**src/rtl/fetch_instruction_queue.sv**
```systemverilog
//------------------------------------------------------------------------------
// Module  : fetch_instruction_queue
// Brief   : In-order fetch-to-decode queue with pre-decode flags and fetch hold.
// Revision: 1.0 - initial release
//------------------------------------------------------------------------------
`default_nettype none

module fetch_instruction_queue #(
  parameter int DEPTH        = 4,
  parameter int MAX_INFLIGHT = 2,
  parameter int ID_W         = 3,
  parameter int ERR_W        = 5
) (
  input  logic                       clk,
  input  logic                       rst,
  input  logic                       flush,
  input  logic                       push_valid,
  input  logic [31:0]                push_instruction,
  input  logic [ID_W-1:0]            push_id,
  input  logic                       push_ok,
  input  logic [ERR_W-1:0]           push_error_code,
  output logic                       dec_valid,
  input  logic                       dec_ready,
  output logic [31:0]                dec_instruction,
  output logic [ID_W-1:0]            dec_id,
  output logic                       dec_ok,
  output logic [ERR_W-1:0]           dec_error_code,
  output logic                       dec_is_branch_or_jump,
  output logic                       dec_is_mem,
  output logic                       dec_is_system,
  output logic                       fetch_hold,
  output logic [$clog2(DEPTH):0]     count,
  output logic                       overflow_err
);

  localparam int PTR_W = $clog2(DEPTH);
  localparam int CNT_W = PTR_W + 1;
  localparam logic [CNT_W-1:0] c_depth        = CNT_W'(DEPTH);
  localparam logic [CNT_W-1:0] c_max_inflight = CNT_W'(MAX_INFLIGHT);

  localparam logic [4:0] c_op_jal    = 5'b11011;
  localparam logic [4:0] c_op_jalr   = 5'b11001;
  localparam logic [4:0] c_op_branch = 5'b11000;
  localparam logic [4:0] c_op_load   = 5'b00000;
  localparam logic [4:0] c_op_store  = 5'b01000;
  localparam logic [4:0] c_op_system = 5'b11100;

  logic [31:0]      r_instr_mem [DEPTH];
  logic [ID_W-1:0]  r_id_mem    [DEPTH];
  logic             r_ok_mem    [DEPTH];
  logic [ERR_W-1:0] r_err_mem   [DEPTH];
  logic [2:0]       r_flags_mem [DEPTH];

  logic [PTR_W-1:0] r_wr_ptr;
  logic [PTR_W-1:0] r_rd_ptr;
  logic [CNT_W-1:0] r_count;
  logic             r_overflow;

  logic             w_full;
  logic             w_pop;
  logic             w_push;
  logic             w_overflow;
  logic [CNT_W-1:0] w_count_next;
  logic [CNT_W-1:0] w_free;
  logic [4:0]       w_opcode;
  logic [2:0]       w_flags;

  assign w_full     = (r_count == c_depth);
  assign w_pop      = dec_valid & dec_ready;
  assign w_push     = push_valid & ~flush & (~w_full | w_pop);
  assign w_overflow = push_valid & ~flush & w_full & ~w_pop;

  // Flags are {branch_or_jump, mem, system}; a faulted fetch carries no decode hints.
  assign w_opcode = push_instruction[6:2];
  always_comb begin
    w_flags = 3'b000;
    if (push_ok) begin
      w_flags[2] = (w_opcode == c_op_jal) | (w_opcode == c_op_jalr) | (w_opcode == c_op_branch);
      w_flags[1] = (w_opcode == c_op_load) | (w_opcode == c_op_store);
      w_flags[0] = (w_opcode == c_op_system);
    end
  end

  always_comb begin
    w_count_next = r_count;
    case ({w_push, w_pop})
      2'b10:   w_count_next = r_count + CNT_W'(1);
      2'b01:   w_count_next = r_count - CNT_W'(1);
      default: w_count_next = r_count;
    endcase
  end

  always_ff @(posedge clk) begin
    if (w_push) begin
      r_instr_mem[r_wr_ptr] <= push_instruction;
      r_id_mem[r_wr_ptr]    <= push_id;
      r_ok_mem[r_wr_ptr]    <= push_ok;
      r_err_mem[r_wr_ptr]   <= push_error_code;
      r_flags_mem[r_wr_ptr] <= w_flags;
    end
  end

  always_ff @(posedge clk or negedge rst) begin
    if (!rst) begin
      r_wr_ptr   <= '0;
      r_rd_ptr   <= '0;
      r_count    <= '0;
      r_overflow <= 1'b0;
    end else begin
      if (w_overflow) begin
        r_overflow <= 1'b1;
      end
      if (flush) begin
        r_wr_ptr <= '0;
        r_rd_ptr <= '0;
        r_count  <= '0;
      end else begin
        if (w_push) begin
          r_wr_ptr <= r_wr_ptr + PTR_W'(1);
        end
        if (w_pop) begin
          r_rd_ptr <= r_rd_ptr + PTR_W'(1);
        end
        r_count <= w_count_next;
      end
    end
  end

  // Free slots never underflow since count is bounded by DEPTH.
  assign w_free     = c_depth - r_count;
  assign fetch_hold = (w_free <= c_max_inflight);

  assign dec_valid             = (r_count != '0);
  assign dec_instruction       = r_instr_mem[r_rd_ptr];
  assign dec_id                = r_id_mem[r_rd_ptr];
  assign dec_ok                = r_ok_mem[r_rd_ptr];
  assign dec_error_code        = r_err_mem[r_rd_ptr];
  assign dec_is_branch_or_jump = r_flags_mem[r_rd_ptr][2];
  assign dec_is_mem            = r_flags_mem[r_rd_ptr][1];
  assign dec_is_system         = r_flags_mem[r_rd_ptr][0];
  assign count                 = r_count;
  assign overflow_err          = r_overflow;

endmodule

`default_nettype wire
```
**config.mk**
```make
export PLATFORM = sky130hd
export DESIGN_NAME = fetch_instruction_queue
export DESIGN_NICKNAME = d
export VERILOG_FILES = /design/src/rtl/fetch_instruction_queue.sv
export SDC_FILE = /design/constraint.sdc
export NUM_CORES = 1
export LEC_CHECK = 0
export ABC_AREA = 1
export CAP_MARGIN = 20
export CORE_UTILIZATION = 42
export CTS_BUF_LIST = sky130_fd_sc_hd__clkbuf_4 sky130_fd_sc_hd__clkbuf_8
export CTS_CLUSTER_DIAMETER = 60
export DETAILED_ROUTE_END_ITERATION = 10
export PLACE_DENSITY = 0.64
export SETUP_SLACK_MARGIN = 0.05
export SLEW_MARGIN = 20
export SYNTH_ARGS = -nofsm -noshare
export SYNTH_HDL_FRONTEND = slang
export SYNTH_SLANG_ARGS = --single-unit
```
**constraint.sdc**
```tcl
create_clock -name clk -period 9.3 [get_ports clk]
set_clock_uncertainty 0.15 [all_clocks]
set_input_delay 1.86 -clock clk [delete_from_list [all_inputs] [get_ports clk]]
set_output_delay 1.86 -clock clk [all_outputs]
set_load 0.02 [all_outputs]
```
==> results.cfg, run 1 <==
[layout]
final_core_util_pct = 52.5
area_delta_synth_final_pct = 21.9
insertedDiodeCount = 0
drive_above_1_share_pct = 8.09
fin_nets = 660

[yosys]
post-synth-top-count-cell = edfxtp_1
netlist_top_cells_count = 176 x edfxtp_1, 98 x nor2_1, 85 x o21ai_0
synth-async-reset-ratio_pct = 4.35
synth_top_area_share_pct = 74.1
ys_seq_elements = 184
yosys_most_used_dff = edfxtp_1
post_synth.cell_area_avg_um2 = 13.9
postSynthCellCount = 513
synth_enable_flop_cells = 176
syn_area_um2 = 7140
synth_top_cells_by_area = edfxtp_1 74%, o21ai_0 6.0%, nor2_1 5.2%, o22ai_1 3.9%, dfrtp_1 2.8%
syn_nets = 568
ys_seq_area_share_pct = 76.9
post_synth_num_cell_types = 28
yosys_warnings = 0
synth.largest_area_cell = edfxtp_1

[global_routing]
antenna_violations_before_repair = 0
gr-usage-met2_pct = 28.4
met1_track_utilization_from_global_routing_pct = 22.6
grt_first_pass_wirelength_mm = 23.2
use_met3_pct = 4.88
maximum_number_of_pins_on_one_net_before_global_route_repair = 90
grt_usage_pct = 17.5
gr-total-overflow = 0
via_count_of_the_first_global_routing_pass = 4383
grt-busiest-layer = met2

[die]
start_util_pct = 43.0
design.core.area_um2 = 16600
design.die.area_um2 = 17500
fp-row-count = 47
die_w_um = 132
num_io_pins = 96
vertical_die_dimension_um = 132

[sta]
rsz0062_at_grt = false
slew_viol_final = 0
setup_viol = 0
hold_slack_final_ns = 0.360
fmax_mhz = 196
timing.max_slew.rel_slack_pct = 41.9
totalNegativeSetupSlack_ns = 0
worst_slew_pin_slew_ns = 0.871
period_minus_slack_ns = 5.09
timing_hold_violations_final = 0
min_period_over_period_pct = 54.8

[power]
total_leakage_power_uw = 0.00292
vdd_ir_drop_max_mv = 0.167
power_density_nw_per_um2 = 229

[worst_setup_path]
worstReg2RegStart = count[0]
critPathSlowestCell = inv_2
cpPeakStageDelay_ns = 0.75
reg2reg_setup_slack_ns = 6.03
cp-end-kind = output port
timing.critical_path.arrival_ns = 3.08
critPathKind = reg2out
cp-start-kind = flip-flop
worstSetupStartpoint = r_rd_ptr[1]
crit_path_max_fanout = 46
worst-endpoint-required_ns = 7.29
cp_cell_sequence = inv_2 -> o21ai_0 -> o22ai_1 -> clkdlybuf4s50_1

[route]
post-route-drc-count = 0
vias_per_cell = 5.21
detailroute.via_count = 4367
routed_wirelength_mm = 14.5
detailedRoute.firstIterationViolations = 340
antenna_violating_nets_post_route = 0
drtPass1Iterations = 4
routedWlPerCell_um = 17.3

[placement]
port_buffers = 95
hpwl_mm = 8.19
final_gp_congestion = 0.813

[min_path]
hold_path_class = reg2reg
min_from = overflow_err

[cts]
cts.root.buffer_cell = clkbuf_8
clkLatencyLatePin_ns = 0.45
postCtsResizedCells = 0
clock_tree.htree_level_count = 4
cts_made_buffers = 17
cts_setup_buffers = 0
cts_tree = yes
cts-root-to-sink-buffers = 2
hold_buffers = 0
reg_clk_slew_reported_paths_ns = 0.08
cts.sinks = 184

[job]
drv_cap = 0

[outcome]
result_of_the_run = complete, no violations
stage by stage:
step                      instances  total power (uW)  area (um2)  setup WS (ns)
after global routing            838              2080        8700           3.94
after global placement          806              1440        8270           4.64
after floorplan                 513              1240        7140           4.66
after CTS                       838              2010        8700           4.11
after detailed placement        806              1450        8270           4.61
final                           838              1990        8700           4.21
layout by cell type, fill, tap and decap left out, drive strengths merged:
cell and n:
dfrtp 8, clkdlybuf4s50 95, nand3 2, o22ai 44
edfxtp 176, nand4 3, buf 5, nor2 99
a21boi 1, or2 1, a21oi 4, o21bai 1
clkbuf 19, nor3 1, ha 8, nor4 2
inv 22, bufinv 4, clkinv 5, nand2 24
o21ai 90, clkinvlp 3, fa 1
worst max-delay path: cells and delay by family, from the launching register on:
family / cells / cell delay, ns
buf+inv: 2 / 1.41
flops: 1 / 0.71
compound gates: 2 / 0.50
kinds of logic (layout without fill, tap and decap cells):
kind of cell               count (synthesis)  in the layout  share of synthesized area [%]
adders and majority gates                  9              9                           1.68
and+or+nand+nor                          132            132                           7.38
DFF                                      184            184                           76.9
AOI/OAI and AO/OA                        140            140                           10.7
buffers and inverters                     48            153                           3.37
layout make-up:
| cell class | count | area, um2 |
|---|---|---|
| inverters | 21 | 81.3 |
| clock buffers | 19 | 249 |
| well taps | 220 | 275 |
| multi-input cells | 281 | 1440 |
| clock inverters | 13 | 178 |
| fillers | 1397 | 7880 |
| repair buffers | 100 | 988 |
| flip-flops and latches | 184 | 5490 |
power breakdown:
group / total (uW) / internal, uW / switching, uW
logic: 463 / 186 / 277
clock network: 566 / 297 / 269
registers: 961 / 943 / 17.8
flip-flops by register name (all words and copies together) (netlist names):
signal        cells
overflow_err      1
r_ok_mem          4
r_id_mem         12
count             3
r_flags_mem      12
r_wr_ptr          2
r_rd_ptr          2
r_instr_mem     128
r_err_mem        20
final timing paths:
| kind | cells past startpoint | to |
|---|---|---|
| max | 4 | dec_instruction[3] |
| min | 1 | overflow_err |
| max reg2reg | 9 | r_instr_mem[0][17] |
| min reg2reg | 1 | overflow_err |
| max in group asynchronous | 1 | r_rd_ptr[0] |
| min in group asynchronous | 1 | r_wr_ptr[0] |
per-layer routing:
metal | vias to the layer above | part of all wire [%]
li1 | 2074 | -
met3 | 15 | 5.2
met1 | 2153 | 45
met2 | 125 | 49
met4 | 0 | 1.6
met5 | - | 0
(Power assumes the default switching activity.)
==> run 2: changes to the inputs <==
clock period = 5.3 ns   (was 9.3 ns; I/O delays follow)
==> run 2 against run 1 <==
  * Combinational power up 69%
  * Register-to-register slack worse by 3.7 ns
  * Die area stayed put
  * Sequential power increased by 78%
  * Flip-flop and latch count stayed put
  * Sequential share of layout area fell by 0.13 points
  * Worst hold slack got worse by 0.016 ns
  * First-iteration DRC count shrank 1.5%
  * Setup slack worse by 3.2 ns
  * Largest power group unchanged
  * Highest routed layer unchanged
==> results.cfg, run 2 (synthesis results as in run 1) <==
[sta]
totalNegativeSetupSlack_ns = 0
min_period_over_period_pct = 81.7
rsz0062_at_grt = false
timing.max_slew.rel_slack_pct = 41.3
timing_hold_violations_final = 0
worst_slew_pin_slew_ns = 0.880
period_minus_slack_ns = 4.33
slew_viol_final = 0
setup_viol = 0
fmax_mhz = 231

[layout]
fillers = 1392
area_delta_synth_final_pct = 22.2
largest_register_ffs = 128
fin_nets = 661
final_common_cell = edfxtp_1
seqCellArea_um2 = 5490
drive_above_1_share_pct = 7.92
most_flops_register = r_instr_mem
largest_registers = r_instr_mem: 128 flops, r_err_mem: 20 flops
layout_common_cells = 176 x edfxtp_1, 95 x clkdlybuf4s50_1, 94 x nor2_1
insertedDiodeCount = 0
final_instance_area_um2 = 8720
multiInputGateArea_um2 = 1440

[route]
detailroute.via_count = 4292
drtPass1Iterations = 5
antenna_violating_nets_post_route = 0
routed_wirelength_mm = 14.3
routedWlPerCell_um = 17.0
detailedRoute.firstIterationViolations = 335
vias_per_cell = 5.12
post-route-drc-count = 0

[min_path]
min_from = overflow_err
hold_path_class = reg2reg

[worst_setup_path]
cp-end-kind = output port
worstSetupStartpoint = r_rd_ptr[1]
crit_path_max_fanout = 46
worstReg2RegStart = count[0]
reg2reg_setup_slack_ns = 2.34
worst-endpoint-required_ns = 4.09
timing.critical_path.arrival_ns = 3.12
critPathKind = reg2out
cp-start-kind = flip-flop

[die]
die_w_um = 132
fp-row-count = 47
design.core.area_um2 = 16600
vertical_die_dimension_um = 132
design.die.area_um2 = 17500
num_io_pins = 96
start_util_pct = 43.0

[global_routing]
maximum_number_of_pins_on_one_net_before_global_route_repair = 90
via_count_of_the_first_global_routing_pass = 4361
grt_first_pass_wirelength_mm = 22.7
grt_usage_pct = 17.2
antenna_violations_before_repair = 0
gr-total-overflow = 0

[cts]
cts_setup_buffers = 0
postCtsResizedCells = 0
cts_tree = yes
cts.root.buffer_cell = clkbuf_8
hold_buffers = 0
cts_made_buffers = 17
reg_clk_slew_reported_paths_ns = 0.08
clkLatencyLatePin_ns = 0.46
cts-root-to-sink-buffers = 2
clock_tree.htree_level_count = 4
cts.sinks = 184

[placement]
port_buffers = 95
hpwl_mm = 8.30
final_gp_congestion = 0.717
placement.cell_area_um2 = 8320

[job]
drv_cap = 0

[power]
power_density_nw_per_um2 = 393
vdd_ir_drop_max_mv = 0.211
total_leakage_power_uw = 0.00291

[outcome]
result_of_the_run = complete, no violations
[run 2: cell types whose count changed in the layout (fill, tap and decap cells not counted), sizes merged]
cell / delta
buf: +1
bufinv: -1
clkbuf: -1
clkinv: +2
clkinvlp: +1
inv: -1
[run 2: worst max-delay path, stage by stage, from the launching register on]
cell             delay, ns
dfrtp_2               0.70
inv_2                 0.76
o21ai_1               0.17
o22ai_1               0.30
clkdlybuf4s50_1       0.67
[run 2: path summary, 6_finish.rpt]
check | end | cells past startpoint
hold / removal | overflow_err | 1
setup reg to reg | r_instr_mem[1][4] | 9
max in group asynchronous | r_rd_ptr[0] | 1
hold reg to reg | overflow_err | 1
min in group asynchronous | count[1] | 1
setup / recovery | dec_is_system | 4
[run 2: final cells by class]
cell class,instances,area share [%]
clock buffer,18,2.77
clock inverter,14,1.81
inverter,21,0.933
multi-input combinational,281,16.5
sequential,184,62.9
tap,220,3.16
timing repair buffer,101,11.9
[run 2: through the flow]
step / total power, uW / worst slack, ns / hold WS [ns] / util (%) / instances
after floorplan: 2180 / 1.29 / 0.342 / - / 513
after global placement: 2520 / 1.46 / 0.331 / 50.2 / 807
after detailed placement: 2540 / 1.43 / 0.329 / 50.2 / 807
after CTS: 3460 / 0.909 / 0.352 / 52.6 / 839
after global routing: 3580 / 0.727 / 0.379 / 52.6 / 839
final: 3430 / 0.972 / 0.344 / 52.6 / 839
[run 2: layer usage]
metal	vias to the layer above	share of wire, %	track usage, %	wire length (um)
met2	123	50	28.9	7190
met3	17	5.1	3.81	722
met1	2077	43	21.5	6110
met4	0	1.8	7.47	262
met5	-	0	0	0
li1	2075	-	-	-
[run 2: report_power, final]
group	total, uW	internal, uW	switching [uW]
Clock	937	464	473
Combinational	782	328	454
Sequential	1710	1650	56.2
